### src/rtl/if_stage.sv
// if_stage: instruction fetch with PC register, req/ack memory handshake,
// one-entry hold buffer for decode stalls and redirect/flush handling.
module if_stage #(
    parameter logic [31:0] RESET_PC = 32'h0000_0000,
    parameter logic [31:0] NOP_WORD = 32'h0000_0000
) (
    input  logic        clk,
    input  logic        rst_n,
    output logic        imem_req,
    output logic [31:0] imem_addr,
    input  logic        imem_ack,
    input  logic [31:0] imem_rdata,
    input  logic        stall_id,
    input  logic        redirect,
    input  logic [31:0] redirect_pc,
    output logic        ifid_valid,
    output logic [31:0] ifid_instr,
    output logic [31:0] ifid_pc,
    output logic [31:0] ifid_pc4
);
    typedef enum logic {REQ, HOLD} state_t;

    state_t      state;
    logic [31:0] pc, pend_pc, buf_instr, buf_pc, rd_pc;
    logic        pend, go, direct, park, unpark;

    assign imem_addr = pc;
    assign rd_pc     = redirect_pc & ~32'd3;
    // a returned word is usable only when no redirect is current or pending
    assign go        = state == REQ && imem_req && imem_ack && !redirect && !pend;
    assign direct    = go && (!ifid_valid || !stall_id);
    assign park      = go && ifid_valid && stall_id;
    assign unpark    = state == HOLD && !redirect && !stall_id;

    always_ff @(posedge clk or negedge rst_n) begin
        if (!rst_n) begin
            state      <= REQ;
            pc         <= RESET_PC;
            imem_req   <= 1'b0;
            pend       <= 1'b0;
            pend_pc    <= 32'd0;
            buf_instr  <= NOP_WORD;
            buf_pc     <= 32'd0;
            ifid_valid <= 1'b0;
            ifid_instr <= NOP_WORD;
            ifid_pc    <= 32'd0;
            ifid_pc4   <= 32'd0;
        end else begin
            if (state == REQ) begin
                if (!imem_req) begin
                    imem_req <= 1'b1;
                end else if (imem_ack) begin
                    pend <= 1'b0;
                    if (redirect || pend) begin
                        pc <= redirect ? rd_pc : pend_pc;
                    end else begin
                        pc <= pc + 32'd4;
                        if (park) begin
                            state     <= HOLD;
                            imem_req  <= 1'b0;
                            buf_instr <= imem_rdata;
                            buf_pc    <= pc;
                        end
                    end
                end else if (redirect) begin
                    pend    <= 1'b1;
                    pend_pc <= rd_pc;
                end
            end else if (redirect || !stall_id) begin
                state    <= REQ;
                imem_req <= 1'b1;
                if (redirect) pc <= rd_pc;
            end
            if (redirect) begin
                ifid_valid <= 1'b0;
                ifid_instr <= NOP_WORD;
            end else if (direct || unpark) begin
                ifid_valid <= 1'b1;
                ifid_instr <= direct ? imem_rdata : buf_instr;
                ifid_pc    <= direct ? pc : buf_pc;
                ifid_pc4   <= (direct ? pc : buf_pc) + 32'd4;
            end else if (ifid_valid && !stall_id) begin
                ifid_valid <= 1'b0;
                ifid_instr <= NOP_WORD;
            end
        end
    end
endmodule

### config.mk
export PLATFORM = sky130hd
export DESIGN_NAME = if_stage
export DESIGN_NICKNAME = d
export VERILOG_FILES = /design/src/rtl/if_stage.sv
export SDC_FILE = /design/constraint.sdc
export NUM_CORES = 1
export LEC_CHECK = 0
export ABC_AREA = 1
export CORE_AREA = 2 2 163 165
export DETAILED_ROUTE_END_ITERATION = 16
export DIE_AREA = 0 0 165 167
export DONT_BUFFER_PORTS = 1
export GPL_TIMING_DRIVEN = 0
export PLACE_DENSITY_LB_ADDON = 0.3
export REMOVE_ABC_BUFFERS = 1
export SLEW_MARGIN = 10
export SYNTH_ARGS = -nofsm -noshare
export SYNTH_HDL_FRONTEND = slang
export SYNTH_SLANG_ARGS = --single-unit
### constraint.sdc
create_clock -name clk -period 2.85 [get_ports clk]
set_clock_uncertainty 0.1 [all_clocks]
set_input_delay 0.4275 -clock clk [delete_from_list [all_inputs] [get_ports clk]]
set_output_delay 0.4275 -clock clk [all_outputs]
set_load 0.02 [all_outputs]
==> impl_summary.md <==
Route
The antenna violation net count after detailed routing is 0. The number of detailed-route iterations in the first pass is 5. The total length of routed met2 wires is 14980 um. The total number of vias is around 10000. After detailed routing, the average wire length per cell comes to around 18 um. The DRC violation count after routing is 0.

In this run the top signal layer used is met4. The routed design uses just under 3000 um of met3 wire. The number of DRC markers in iteration 0 is 950.

For this block, wires on met1 add up to around 14000 um. The via count normalized by instance count is approximately 5.4. Summed over all layers, the routed wires come to 33430 um.

Timing
In the finished design, the share of the clock period the worst path needs comes to 0.9307. For the pin with the worst max-slew slack, the measured transition is roughly 0.83 ns. The number of hold violations in the final report came to ~230. Setup violations remaining at the end of the flow were counted as 0. Based on the critical path, the design can be clocked at up to ~380 MHz.

For the final routed database, the setup TNS stands at 0 ns. After layout, the minimum clock period comes to 2.653 ns. The worst-case headroom to the max-slew limit is 0.4479. Across all hold checks on the routed design, the worst slack comes to -0.5125 ns. The max-slew violation count is 0.

Setup slack closes at 0.1975 ns.

Place
In this run the tool buffered the top-level ports with 0 buffer cells. Detailed placement finished with a half-perimeter wire length of approximately 21000 um. Counting tap cells, the placed design contains a total of 1759 instances. After detailed placement, the total cell area comes to between 10000 and 15000 um^2. The placer's final routability congestion estimate is ~0.86. Prior to clock tree synthesis, the placed netlist has a worst setup slack of -1.615 ns.

Finish
The multi-input combinational cells in the finished layout cover a total of just under 5000 um^2. The finished cells cover 13260 um^2. The final antenna diode count is 0. The final-stage net count is 1584.

The layout filler cell count is 2443. Once layout is complete, the cells apart from fillers number about 1900. From synthesis to final layout, the design area changed by 15.82%. Across the whole layout, storage elements account for ~5700 um^2. Leaving out fill and tap cells, the most frequent cell in the layout is sky130_fd_sc_hd__nand2_1. The share of final-layout standard cells stronger than drive strength 1 is 0.08355. In the layout the commonest cells are sky130_fd_sc_hd__nand2_1, sky130_fd_sc_hd__dfrtp_1, sky130_fd_sc_hd__o21ai_0.

Floorplanning
The initial utilization of the core area, before any placement, comes to 0.4443. In this run the count of I/O pins placed on the die edge is between 150 and 200. The floorplan step defined a die boundary enclosing 27560 um^2. The width of the die is about 170 um. The y dimension of the die is between 150 and 200 um. The core region is 25760 um^2. The initialized floorplan defines 59 standard-cell rows.

Global routing
The number of antenna violations at the first check in global routing is 0. The total overflow reported by the global router is 0. For this run, the total global-route usage over all layers was measured as 0.2355. Entering global routing, the biggest net connects roughly 230 pins. The via count of the first global-routing pass is between 9000 and 10000.

The first global-routing pass estimated between 50000 and 60000 um of wire.

Pwr
The reported leakage power is between 5 and 6 nW. The sequential share of power is 0.496. The internal power is around 6.2 mW. The share of total power dissipated in combinational logic is 0.146. The share of total power dissipated in the clock network is 0.357. The switching power total is 2.986 mW. The power density of the placed cells is 689.4 nW/um^2. The worst IR drop on VDD is a little under 0.5 mV. Of the total power, the share spent switching nets is 0.3267.

Setup path
The launch instance of the worst register-to-register path is state$_DFF_PN0_. The worst register-to-register path has a depth of 14. The worst setup path is of the register to register kind. The most numerous cell type found on the critical path is sky130_fd_sc_hd__nand3_1. The signal on the critical path passes through clkinv_16, nand3_4, nor2_4, buf_12, buf_4, nand3_1, nand2_1, nand2_1, nor2_2, nand3_1, nor2_4, nand3_1, nand2_1, nand3_1.

The largest single stage delay on the critical path is about 0.59 ns. The critical register-to-register path endpoint is ifid_pc4[30]$_DFFE_PN0P_. The worst-path maximum fanout is 20. The worst setup path is captured at a register. The setup slack of the worst register-to-register path is between 0.15 and 0.2 ns. Among all stages on the critical path, the largest delay is contributed by sky130_fd_sc_hd__dfrtp_4. At the worst endpoint, the arrival time is about 3.0 ns.

STA puts the critical path data required time at 3.15 ns. STA classifies the critical path startpoint as a register.

Clock tree
The count of hold-fix buffers inserted at cts is 36. The clock passes through at most 3 buffers. The clock transition at the register clock pins on the worst setup and hold paths after CTS is about 0.060 ns. For the worst-skew pair, the clock arrives at the later sink with an insertion delay of ~0.53 ns. CTS built an H-tree with a depth of 1.

The tree is rooted in a sky130_fd_sc_hd__clkbuf_16. The number of clock buffers inserted by TritonCTS is 25. TritonCTS built the clock tree. The number of clock sinks is approximately 230.

Synth
Synthesis handed over a netlist of ~1500 instances. The count of different cell masters after synthesis is 39. The biggest area consumer among synthesized cells is sky130_fd_sc_hd__dfrtp_1. The area share of the leading cell type in the synthesized netlist is 0.4941. The flip-flop and latch count after synthesis is roughly 230.

The post-synthesis instance area is ~11000 um^2. The average size of a mapped cell is 7.641 um^2. By area the synthesized netlist is led by sky130_fd_sc_hd__dfrtp_1, sky130_fd_sc_hd__nand2_1, sky130_fd_sc_hd__o21ai_0. Of the synthesized area, sequential elements account for 0.4941. The total number of yosys warnings is 0.

Job
Across the run, the number of max-cap violations was 0.

Status
The run finished, with violations left. The checks that failed: hold timing.

Hold path
The classification of the worst-slack hold path is input port to async pin.
kinds of logic after synthesis:
| group | share of synthesized area |
|---|---|
| xor+xnor | 0.01301 |
| compound gates | 0.1654 |
| flops | 0.4941 |
| buf+inv | 0.08876 |
| mux | 0.0009838 |
| fa+ha+maj | 0.002186 |
| simple gates | 0.2356 |
power groups by stage:
| stage | Sequential (mW) | Combinational, mW | Clock [mW] |
|---|---|---|---|
| 2_1_floorplan | 4.40 | 0.947 | 0 |
| 3_3_place_gp | 4.58 | 1.18 | 0 |
| 3_5_place_dp | 4.59 | 1.23 | 0 |
| 4_1_cts | 4.54 | 1.32 | 3.33 |
| 5_1_grt | 4.60 | 1.55 | 3.46 |
| 6_report | 4.53 | 1.34 | 3.27 |
Yosys cell counts:
master and count:
sky130_fd_sc_hd__inv_2 9, sky130_fd_sc_hd__o221ai_1 2, sky130_fd_sc_hd__xnor2_1 2, sky130_fd_sc_hd__nand3b_1 1
sky130_fd_sc_hd__a21oi_1 30, sky130_fd_sc_hd__o21a_1 4, sky130_fd_sc_hd__o31ai_2 1, sky130_fd_sc_hd__nor2_1 106
sky130_fd_sc_hd__buf_4 4, sky130_fd_sc_hd__a21boi_0 3, sky130_fd_sc_hd__o22ai_1 44, sky130_fd_sc_hd__nand4_2 1
sky130_fd_sc_hd__clkbuf_1 56, sky130_fd_sc_hd__nand2_2 5, sky130_fd_sc_hd__nand4_1 13, sky130_fd_sc_hd__a31oi_1 5
sky130_fd_sc_hd__a211oi_1 3, sky130_fd_sc_hd__mux2_2 1, sky130_fd_sc_hd__xor2_1 15, sky130_fd_sc_hd__buf_6 1
sky130_fd_sc_hd__nor4_1 1, sky130_fd_sc_hd__inv_1 168, sky130_fd_sc_hd__nand2_1 398, sky130_fd_sc_hd__nand3_2 1
sky130_fd_sc_hd__and2_1 1, sky130_fd_sc_hd__buf_2 17, sky130_fd_sc_hd__nor3_1 14, sky130_fd_sc_hd__nand3_1 93
sky130_fd_sc_hd__nor2_2 11, sky130_fd_sc_hd__o211ai_1 15, sky130_fd_sc_hd__o21ai_1 5, sky130_fd_sc_hd__a21boi_1 1
sky130_fd_sc_hd__dfrtp_1 226, sky130_fd_sc_hd__buf_1 4, sky130_fd_sc_hd__ha_1 2, sky130_fd_sc_hd__nor2_4 4
sky130_fd_sc_hd__a22oi_1 8, sky130_fd_sc_hd__o21bai_1 4, sky130_fd_sc_hd__o21ai_0 219
worst max path at each step:
stage                               start                         to  depth (start not counted)
after global placement    state$_DFF_PN0_  ifid_instr[6]$_DFFE_PN0P_                          5
after detailed placement         redirect   ifid_pc4[31]$_DFFE_PN0P_                         10
final                     state$_DFF_PN0_   ifid_pc4[30]$_DFFE_PN0P_                         14
after floorplan           state$_DFF_PN0_  ifid_instr[0]$_DFFE_PN0P_                          5
after global routing      state$_DFF_PN0_   ifid_pc4[28]$_DFFE_PN0P_                         13
after CTS                 state$_DFF_PN0_   ifid_pc4[26]$_DFFE_PN0P_                         13
area by class of cell:
| cell class | instances | share of cell area |
|---|---|---|
| flip-flops and latches | 226 | 0.4276 |
| multi-input cells | 1018 | 0.3738 |
| clock buffers | 36 | 0.05484 |
| inverters | 177 | 0.05323 |
| repair buffers | 64 | 0.04993 |
| well taps | 335 | 0.03162 |
| clock inverters | 10 | 0.008211 |
| repair inverters | 1 | 0.0008495 |
metal layers:
metal | vias up | track usage
li1 | 4907 | -
met1 | 4765 | 0.3156
met2 | 332 | 0.3649
met3 | 66 | 0.06650
met4 | 0 | 0.08242
met5 | - | 0
what timing repair did:
action | 4_1_cts | 5_1_grt
setup endpoints to repair | 193 | 58
buffers inserted | 11 | 9
gates cloned | 3 | 3
endpoints found under the hold margin | 266 | 226
pin swaps | 5 | 3
resized for setup | 20 | 21
worst max-delay path: cells and delay by family (launching register included):
family / cells / cell delay, ns
and+or+nand+nor: 11 / 1.40
DFF: 1 / 0.59
buffers and inverters: 3 / 0.38
sequential cells by signal, summed over array words and instances (netlist names):
| register | cells |
|---|---|
| buf_instr | 32 |
| buf_pc | 32 |
| ifid_instr | 32 |
| ifid_pc | 32 |
| imem_addr | 32 |
| pend_pc | 32 |
| ifid_pc4 | 30 |
| ifid_valid | 1 |
| imem_req | 1 |
| pend | 1 |
| state | 1 |
metrics by stage:
| stage | power (mW) | hold slack (ns) | util |
|---|---|---|---|
| after floorplan | 5.345 | 0.03191 | - |
| after global placement | 5.757 | 0.03649 | 0.4469 |
| after detailed placement | 5.825 | 0.03636 | 0.4533 |
| after CTS | 9.186 | -0.5245 | 0.5078 |
| after global routing | 9.610 | -0.5265 | 0.5145 |
| final | 9.139 | -0.5125 | 0.5145 |
(Power assumes the default switching activity.)
